## src/rtl/rotate_amount_finder.sv

```systemverilog
// rotate_amount_finder
//   Recovers the rotation amount applied by the datapath rotator. Given the
//   rotated word (data_in), the unrotated reference (ref_in) and the direction
//   the rotator used (lr), it walks the candidate back one step per clock until
//   it matches the reference or every amount has been tried.
//
//   State | Meaning
//   ------+-------------------------------------------------------------
//   IDLE  | waiting for start; results hold their last values
//   SEARCH| busy=1, one candidate evaluated per clock
//   DONE  | done=1 for one cycle, results valid
//
// Ports
//   clk        system clock, rising edge
//   reset      synchronous, active-high
//   start      request a search (sampled only in IDLE)
//   data_in    rotated word
//   ref_in     reference word
//   lr         1 = rotator rotated left, 0 = rotated right
//   busy       high while searching
//   done       one-cycle result strobe
//   found      a matching amount exists
//   amt        smallest matching rotation amount (0 on a miss)
//   recovered  data_in undone by amt (latched data_in on a miss)
//   match_mask (ROT_FIND_MASK_EN only) bit k set when rotation k matches
//
// Optional build macro: ROT_FIND_MASK_EN
//   When defined, every rotation is evaluated (no early exit) and the full
//   match set is reported on match_mask.

module rotate_amount_finder #(
    parameter int DATA_W = 8,
    parameter int AMT_W  = $clog2(DATA_W)
) (
    input  logic              clk,
    input  logic              reset,
    input  logic              start,
    input  logic [DATA_W-1:0] data_in,
    input  logic [DATA_W-1:0] ref_in,
    input  logic              lr,
    output logic              busy,
    output logic              done,
    output logic              found,
    output logic [AMT_W-1:0]  amt,
    output logic [DATA_W-1:0] recovered
`ifdef ROT_FIND_MASK_EN
    ,
    output logic [DATA_W-1:0] match_mask
`endif
);

    typedef enum logic [1:0] {
        S_IDLE   = 2'd0,
        S_SEARCH = 2'd1,
        S_DONE   = 2'd2
    } state_t;

    state_t r_state;
    state_t w_next;

    logic [DATA_W-1:0] r_cand;
    logic [DATA_W-1:0] r_dat;
    logic [DATA_W-1:0] r_ref;
    logic              r_lr;
    logic [AMT_W-1:0]  r_cnt;
    logic              r_found;
    logic [AMT_W-1:0]  r_amt;
    logic [DATA_W-1:0] r_rec;

    logic              w_match;
    logic              w_last;
    logic              w_finish;
    logic [DATA_W-1:0] w_undo;

    assign w_match = (r_cand == r_ref);
    assign w_last  = (r_cnt == AMT_W'(DATA_W - 1));

    // Undo one rotator step: a left rotation is undone by rotating right.
    assign w_undo = r_lr ? {r_cand[0], r_cand[DATA_W-1:1]}
                         : {r_cand[DATA_W-2:0], r_cand[DATA_W-1]};

`ifdef ROT_FIND_MASK_EN
    logic [DATA_W-1:0] r_acc;
    logic              r_hit;
    logic [AMT_W-1:0]  r_hit_amt;
    logic [DATA_W-1:0] r_mask;
    logic [DATA_W-1:0] w_acc_next;
    logic              w_hit_next;
    logic [AMT_W-1:0]  w_hit_amt_next;

    // The first match seen is the smallest amount, since cnt only increases.
    always_comb begin
        w_acc_next        = r_acc;
        w_acc_next[r_cnt] = w_match;
        w_hit_next        = r_hit | w_match;
        w_hit_amt_next    = r_hit ? r_hit_amt : r_cnt;
    end

    assign w_finish   = w_last;
    assign match_mask = r_mask;
`else
    assign w_finish = w_match | w_last;
`endif

    always_ff @(posedge clk) begin
        if (reset) r_state <= S_IDLE;
        else       r_state <= w_next;
    end

    always_comb begin
        w_next = r_state;
        case (r_state)
            S_IDLE:   if (start) w_next = S_SEARCH;
            S_SEARCH: if (w_finish) w_next = S_DONE;
            S_DONE:   w_next = S_IDLE;
            default:  w_next = S_IDLE;
        endcase
    end

    always_ff @(posedge clk) begin
        if (reset) begin
            r_cand    <= '0;
            r_dat     <= '0;
            r_ref     <= '0;
            r_lr      <= 1'b0;
            r_cnt     <= '0;
            r_found   <= 1'b0;
            r_amt     <= '0;
            r_rec     <= '0;
`ifdef ROT_FIND_MASK_EN
            r_acc     <= '0;
            r_hit     <= 1'b0;
            r_hit_amt <= '0;
            r_mask    <= '0;
`endif
        end else begin
            case (r_state)
                S_IDLE: begin
                    if (start) begin
                        r_cand    <= data_in;
                        r_dat     <= data_in;
                        r_ref     <= ref_in;
                        r_lr      <= lr;
                        r_cnt     <= '0;
`ifdef ROT_FIND_MASK_EN
                        r_acc     <= '0;
                        r_hit     <= 1'b0;
                        r_hit_amt <= '0;
`endif
                    end
                end
                S_SEARCH: begin
`ifdef ROT_FIND_MASK_EN
                    if (w_last) begin
                        r_mask  <= w_acc_next;
                        r_found <= w_hit_next;
                        r_amt   <= w_hit_next ? w_hit_amt_next : '0;
                        // A matching candidate is by definition equal to ref.
                        r_rec   <= w_hit_next ? r_ref : r_dat;
                    end else begin
                        r_acc     <= w_acc_next;
                        r_hit     <= w_hit_next;
                        r_hit_amt <= w_hit_amt_next;
                        r_cand    <= w_undo;
                        r_cnt     <= r_cnt + AMT_W'(1);
                    end
`else
                    if (w_match) begin
                        r_found <= 1'b1;
                        r_amt   <= r_cnt;
                        r_rec   <= r_cand;
                    end else if (w_last) begin
                        r_found <= 1'b0;
                        r_amt   <= '0;
                        r_rec   <= r_dat;
                    end else begin
                        r_cand <= w_undo;
                        r_cnt  <= r_cnt + AMT_W'(1);
                    end
`endif
                end
                default: ;
            endcase
        end
    end

    assign busy      = (r_state == S_SEARCH);
    assign done      = (r_state == S_DONE);
    assign found     = r_found;
    assign amt       = r_amt;
    assign recovered = r_rec;

endmodule

```

## config.mk

```make
export PLATFORM = sky130hd
export DESIGN_NAME = rotate_amount_finder
export DESIGN_NICKNAME = d
export VERILOG_FILES = /design/src/rtl/rotate_amount_finder.sv
export SDC_FILE = /design/constraint.sdc
export NUM_CORES = 1
export LEC_CHECK = 0
export BUFFER_PORTS_ARGS = -buffer_cell sky130_fd_sc_hd__buf_2
export CAP_MARGIN = 10
export CORE_MARGIN = 2
export CORE_UTILIZATION = 30
export DETAILED_ROUTE_END_ITERATION = 6
export MAX_ROUTING_LAYER = met4
export SETUP_SLACK_MARGIN = 0.15
export SYNTH_ARGS = -nofsm -noshare
export SYNTH_HDL_FRONTEND = slang
export SYNTH_SLANG_ARGS = --single-unit
```

## constraint.sdc

```tcl
create_clock -name clk -period 2.3 [get_ports clk]
set_input_delay 0.46 -clock clk [delete_from_list [all_inputs] [get_ports clk]]
set_output_delay 0.46 -clock clk [all_outputs]
set_load 0.005 [all_outputs]
```

=== Word-level counts from Yosys, hierarchy flattened ===
Index checks and enable logic that the tools add are counted.

* Register bits: 42
* Bits of input ports: 20
* Output and inout bits: 14
* Word-level logic and storage cells: 44

* Add/subtract/negate cells: 1
* Equality and inequality tests: 8
* Multiplexer cells: 18
* Bitwise gates (word level): 1
* Reduce and logical (&&, ||, !) cells: 7

{| class="wikitable"
|+ Operators by type and width
! kind !! count
|-
| 8-bit 2-to-1 mux || 6
|-
| 8-bit case mux with 2 select lines || 1
|-
| 3-bit 2-to-1 mux || 5
|-
| 8-bit == test || 1
|-
| 2-bit inequality test, second input constant || 3
|-
| 3-bit case mux with 2 select lines || 1
|-
| 2-bit AND reduction || 3
|-
| 2-bit 2-to-1 mux || 2
|-
| 2-bit case mux with 2 select lines || 1
|-
| 4-bit AND reduction || 1
|-
| 2-bit nonzero test || 2
|-
| 3-bit by 1-bit adder with 3-bit output, second input constant || 1
|-
| 3-bit == test, second input constant || 1
|-
| 2-bit by 1-bit == test with 1-bit output, second input constant || 1
|-
| 2-bit == test, second input constant || 1
|-
| 2-bit logical NOT || 1
|-
| 1-bit 2-to-1 mux || 2
|-
| 2-bit by 1-bit inequality test with 1-bit output, second input constant || 1
|-
| 1-bit bitwise OR || 1
|}

=== Longest topological paths before layout ===
Gate-level depths: netlist of run 1.

* Word-level depth: 4
* Mapped depth: 7
* Gate-level depth less buffers: 6

=== Worst setup path before layout of run 1 ===
No wires, ideal clock.

* Path kind: flip-flop to flip-flop
* Start point: register r_cand[1]
* End point: register r_amt[1], in the netlist amt[1]
* Arrival: 1471 ps
* Required time: 2168 ps
* Setup slack: 697 ps
* Cell stages (with the launch flop): 7
* Cells stage by stage: dfxtp_1 xor2_1 nor4_2 a21oi_1 clkbuf_1 o21ai_0 a21oi_1

* Longest elaborated chain between the ends: 3
* Elaborated cells between the ends (all ways): 4

{| class="wikitable"
|+ RTL lines
! what !! line !! source
|-
| start: declaration || 61 || <nowiki>logic [DATA_W-1:0] r_cand;</nowiki>
|-
| start signal: assignment || 140 || <nowiki>r_cand <= data_in;</nowiki>
|-
| start signal: assignment || 177 || <nowiki>r_cand <= w_undo;</nowiki>
|-
| 8-bit == test * || 75 || <nowiki>assign w_match = (r_cand == r_ref);</nowiki>
|-
| 2-bit nonzero test (no source line) || -- ||
|-
| 2-bit AND reduction (no source line) || -- ||
|-
| end signal: assignment || 170 || <nowiki>r_amt <= r_cnt;</nowiki>
|-
| end: declaration || 67 || <nowiki>logic [AMT_W-1:0] r_amt;</nowiki>
|}

Every way passes the cells marked *; elsewhere a longest branch is shown, timed or not.
A chain may end at the register's enable or synchronous reset.

=== Worst setup path after layout of run 1 ===
* Start point: register r_cand[5]
* End point: register r_rec[1], in the netlist recovered[1]

* Longest elaborated chain between the ends: 3
* Elaborated cells between the ends (all ways): 4

{| class="wikitable"
|+ RTL lines
! what !! line !! source
|-
| 8-bit == test * || 75 ||
|-
| 2-bit nonzero test (no source line) || -- ||
|-
| 2-bit AND reduction (no source line) || -- ||
|-
| end signal: assignment || 171 || <nowiki>r_rec <= r_cand;</nowiki>
|-
| end signal: assignment || 175 || <nowiki>r_rec <= r_dat;</nowiki>
|-
| end: declaration || 68 || <nowiki>logic [DATA_W-1:0] r_rec;</nowiki>
|}

Marks and branches as above.

==> results of run 1 <==
[cell type report]
cell class | count | area, µm²
fillers | 659 | 3750
multi-input cells | 161 | 936
flip-flops and latches | 42 | 841
repair buffers | 40 | 218
clock buffers | 8 | 110
well taps | 75 | 93.8
inverters | 2 | 7.51
[cells by family after synthesis]
family                   count (synthesis)  synth area share [%]
AO/OA/AOI/OAI                           72                  23.5
multiplexers                             8                  4.30
AND/OR/NAND/NOR                         71                  17.1
XOR/XNOR                                 8                  3.77
adder cells (fa/ha/maj)                  2                  1.34
buffers and inverters                   21                  4.71
flip-flops                              42                  45.2
[stage by stage]
step	utilization [%]	power [mW]	hold WS (ns)	worst slack (ns)	std cells
floorplan	-	1.10	0.437	0.697	224
global placement	35.1	1.22	0.447	0.280	320
detailed placement	35.1	1.22	0.447	0.241	320
CTS	37.0	1.77	0.394	0.225	328
global route	37.0	1.86	0.398	0.170	328
finish	37.0	1.77	0.394	0.367	328
[cells in the final DEF, fill, tap and decap left out, drive strengths merged, types with 2 or more instances in the layout]
cell	n
inv	2
a32oi	8
mux2i	8
clkbuf	8
nand2	46
dfxtp	42
ha	2
o21ai	10
nand2b	3
nand3	11
buf	40
and2	2
o211ai	2
xor2	8
a21oi	40
o221ai	8
nor4	2
nor2	3
[report_power, final]
part / switching (mW) / internal [mW] / leakage [nW]
sequential: 0.0589 / 0.781 / 0.343
combinational: 0.224 / 0.143 / 0.478
clock: 0.258 / 0.303 / 0.0575
total: 0.541 / 1.23 / 0.878
[repair_timing]
action,4_1_cts,5_1_grt
setup buffers,0,0
gates resized for setup,0,1
setup endpoints to repair,0,9
[layer usage]
metal	global-route usage, %	wire length, µm	up-vias
met5	-	0	-
met4	4.92	63	0
met3	3.91	247	7
met2	22.7	2130	47
met1	20.3	2230	794
li1	-	-	848
[worst paths after layout]
check | startpoint | to | slack [ns]
worst max register to register | r_cand[5] | recovered[1] | 0.37
worst max-delay path | r_cand[5] | recovered[1] | 0.37
worst min register to register | r_dat[5] | r_dat[5] | 0.46
worst min-delay path | ref_in[3] | r_ref[3] | 0.39
[registers in the layout (all words and copies together), names as in the netlist, 2 cells and up]
signal,cells
r_cand,8
r_ref,8
r_state,2
r_dat,8
r_cnt,3
recovered,8
amt,3
[critical path: cells and delay by family (launching register included)]
family	cells	cell delay (ns)
compound gates	3	0.98
flops	1	0.43
xor+xnor	1	0.22
buf+inv	1	0.15
simple gates	1	0.07
==> qor.csv, run 1 <==
metric,value,unit
finClkSkew,0.00413,ns
die_w,82.8,µm
synth_seq_cells,42,
core_area,5960,µm²
cts_hold_buf,0,
routedWlPerCell,14.2,µm
dpl.hpwl,3190,µm
clock_latency,0.30,ns
max_stage_delay,0.64,ns
worst_slew_pin_slew,0.799,ns
start_kind,flip-flop,
cts_sinks,42,
syn_to_final_growth,18.6,%
io_buffers,33,
grt_pass1_wl,7750,µm
h-tree-depth,2,
grt_max_degree,44,
synth_cell_types,28,
vias_per_cell,5.17,
ys.flop_type,dfxtp_1,
yosysTopAreaCell,dfxtp_1,
yosysTopAreaCellShare,45.2,%
gp_congestion,0.786,
clkTransAtPathRegs,0.08,ns
hold_violations,0,
synth.most_common_cell,nand2_1,
grt_pass1_vias,1613,
cts_buffers,5,
synth_async_sr_flop_share,0,%
clock-root-buffer,clkbuf_8,
drcViolationCount,0,
r2r_cells,6,
rows,28,
drv_cap,0,
grt_util_all_layers,15.3,%
grt_overflow_total,0,
worstPathMaxFanout,12,
cp.arrival,2.15,ns
dpl-instance-area,2090,µm²
ys_seq_area_share,45.2,%
die-area,6850,µm²
period_needed,1.93,ns
fmax,0.517,GHz
grt_setup_unrepaired,false,
powerDensity,802,nW/µm²
drtPass1Iterations,4,
finalCritPeriodShare,84.0,%
initial_core_util,31.2,%
synth-edff-count,0,
outcome,finished clean,
io_pins,34,
ys_warn_count,0,
maxSlewHeadroom,46.7,%
synth_top_cells_by_count,"nand2_1, dfxtp_1, a21oi_1",
power.leakage,0.878,nW
ir_worst_vdd,0.309,mV
critPathKind,flip-flop to flip-flop,
synthCells,224,
drive_above_1_share,20.2,%
setup_violations,0,
slew_violations,0,
endpoint_kind,flip-flop,
wl,4670,µm
dieHeight,82.8,µm
antenna_found_initial,0,
stdcell_area,2210,µm²
cp_slowest_cell,a21oi_1,
initialDrtViolationCount,136,
nets,274,
worstPathCellList,xor2_1 -> nor4_2 -> buf_4 -> a21oi_1 -> o21ai_0 -> a21oi_1,
synth_fp_nets,246,
hold_depth,3,
antenna_cells,0,
syn-cell-area,1860,µm²
crit_top_cell,a21oi_1,
vias,1696,
clockBufferDepth,2,
synth_area_leaders,"dfxtp_1, a21oi_1, nand2_1, mux2i_1, a32oi_1",
synth_area_per_cell,8.31,µm²
ant_nets,0,
finalSetupTns,0,ns
min_path_type,input port to flip-flop,
tritoncts,done,
worstPathRequired,2.52,ns
(Power assumes the default switching activity.)
==> inputs of run 2 (changes only) <==
Clock period 2.3 ns to 1.86 ns, I/O delays scaled along.
==> run 2 against run 1 <==
Combinational power increased by 95%. Largest cell class unchanged. Design area increased by 14%. Critical endpoint is now recovered[7]. Critical path depth stayed put. Critical path type unchanged. Global-route usage shrank 0.061 points. Sequential share of layout area decreased by 4.6 points.
==> qor.csv, run 2 (synthesis gave the netlist of run 1 again) <==
metric,value,unit
layoutNonFillerInstCount,351,
power,2.35,mW
nets,297,
final_common_cell,nand2_1,
critPathKind,flip-flop to flip-flop,
grt_pass1_vias,1536,
min_path_type,input port to flip-flop,
finClkSkew,0.00938,ns
worstHoldStart,ref_in[1],
core_area,5960,µm²
setup_violations,0,
nFillCells,597,
cts_hold_buf,0,
placed_cells,332,
hold_end,r_ref[1],
initial_core_util,31.2,%
clockBufferDepth,2,
io_pins,34,
cts_sinks,42,
clkTransAtPathRegs,0.08,ns
dpl.hpwl,3310,µm
slew_violations,0,
clock-root-buffer,clkbuf_8,
cp_slowest_cell,dfxtp_1,
drtPass1Iterations,4,
worstPathMaxFanout,9,
crit_buf_inv,1,
grt_util_all_layers,15.2,%
rr_startpoint,r_cnt[0],
max_stage_delay,0.32,ns
die-area,6850,µm²
finalWorstSetupSlack,0.151,ns
gp_congestion,0.792,
cts_buffers,5,
power.leakage,1.02,nW
die_w,82.8,µm
r2r_cells,6,
drv_cap,0,
post-place-ws,-0.118,ns
hold_violations,0,
grt_pass1_wl,7600,µm
powerDensity,934,nW/µm²
grt_max_degree,34,
drcViolationCount,0,
tritoncts,done,
antenna_cells,0,
initialDrtViolationCount,102,
fin_util,42.3,%
ant_nets,0,
maxSlewHeadroom,58.3,%
fmax,0.585,GHz
h-tree-depth,2,
ir_worst_vdd,0.357,mV
worst_hold_slack,0.306,ns
multi_input_area,1070,µm²
p_switching,0.764,mW
worstPathRequired,2.02,ns
grt_overflow_total,0,
io_buffers,33,
crit_top_cell,ha_1,
drive_above_1_share,35.1,%
seq_power_share,43.6,%
vias,1774,
cp.arrival,1.87,ns
p_sw_share,32.5,%
routedWlPerCell,14.5,µm
worst_slew_pin_slew,0.626,ns
worstPathCellList,ha_1 -> ha_1 -> buf_4 -> and2_1 -> a32oi_2 -> a21oi_1,
outcome,finished clean,
reg2reg_slack,0.15,ns
dieHeight,82.8,µm
hold_depth,3,
grt_setup_unrepaired,true,
syn_to_final_growth,35.4,%
p_int,1.59,mW
finalCritPeriodShare,91.9,%
final_cell_mix,"nand2_1, a21oi_1, dfxtp_1",
rows,28,
clkPwrFrac,26.0,%
vias_per_cell,5.05,
period_needed,1.71,ns
wl,5100,µm
p_comb_share,30.4,%
critical_path.top_delay_family,compound AO/OA/AOI/OAI gates,
start_kind,flip-flop,
reg2reg_to,recovered[7],
endpoint_kind,flip-flop,
clock_latency,0.30,ns
antenna_found_initial,0,
seq_area,845,µm²
run 2: changes by cell type in the layout (fill, tap and decap cells not counted), sizes merged:
| cell | previous run | this run |
|---|---|---|
| clkinvlp | 0 | 1 |
| buf | 40 | 62 |
| clkinv | 0 | 1 |
| and3 | 1 | 2 |
| clkbuf | 8 | 7 |
| inv | 2 | 1 |
run 2: power by group through the flow:
stage / Sequential, mW / Combinational [mW] / Clock, mW
global route: 1.04 / 0.780 / 0.660
floorplan: 1.03 / 0.324 / 0
global placement: 1.04 / 0.522 / 0
CTS: 1.02 / 0.593 / 0.626
detailed placement: 1.04 / 0.527 / 0
finish: 1.03 / 0.715 / 0.612
run 2: worst register-to-register path, delay by kind of cell (launching register included):
family	cells	cell delay (ns)
compound gates	2	0.42
fa+ha+maj	2	0.40
buf+inv	1	0.15
flops	1	0.32
simple gates	1	0.29
run 2: what timing repair did:
action | 4_1_cts | 5_1_grt
buffers inserted | 2 | 7
endpoints found under the setup margin | 22 | 16
pin swaps | 5 | 6
resized for setup | 16 | 32
gates cloned | 0 | 2
run 2: per-stage QoR:
| step | cell area, µm² | setup TNS [ns] |
|---|---|---|
| floorplan | 1860 | 0 |
| global placement | 2180 | -1.06 |
| detailed placement | 2180 | -0.951 |
| CTS | 2370 | 0 |
| global route | 2520 | 0 |
| finish | 2520 | 0 |
run 2: how the worst max path moves through the flow:
stage / start / to / slack, ns / cells after the start
after floorplan: r_cand[1] / amt[1] / 0.26 / 6
after global placement: r_cnt[0] / r_cand[3] / -0.13 / 6
after detailed placement: r_cnt[0] / r_cand[6] / -0.12 / 6
after CTS: r_state[1] / busy / 0.15 / 5
after global routing: r_ref[4] / recovered[4] / 0.05 / 7
final: r_cnt[0] / recovered[7] / 0.15 / 6
run 2: cell type report:
type                       count  share of cell area (%)
inverter                       2                   0.447
tap                           75                    3.73
timing repair buffer          62                    16.1
multi-input combinational    162                    42.6
sequential                    42                    33.5
clock inverter                 1                   0.199
clock buffer                   7                    3.43
run 2: metal layers:
layer  up-vias  track usage, %  wire (µm)
met2        40            22.8       2390
met4         0            4.75         53
met1       824            20.4       2450
li1        903               -          -
met3         7            3.37        209
met5         -               -          0
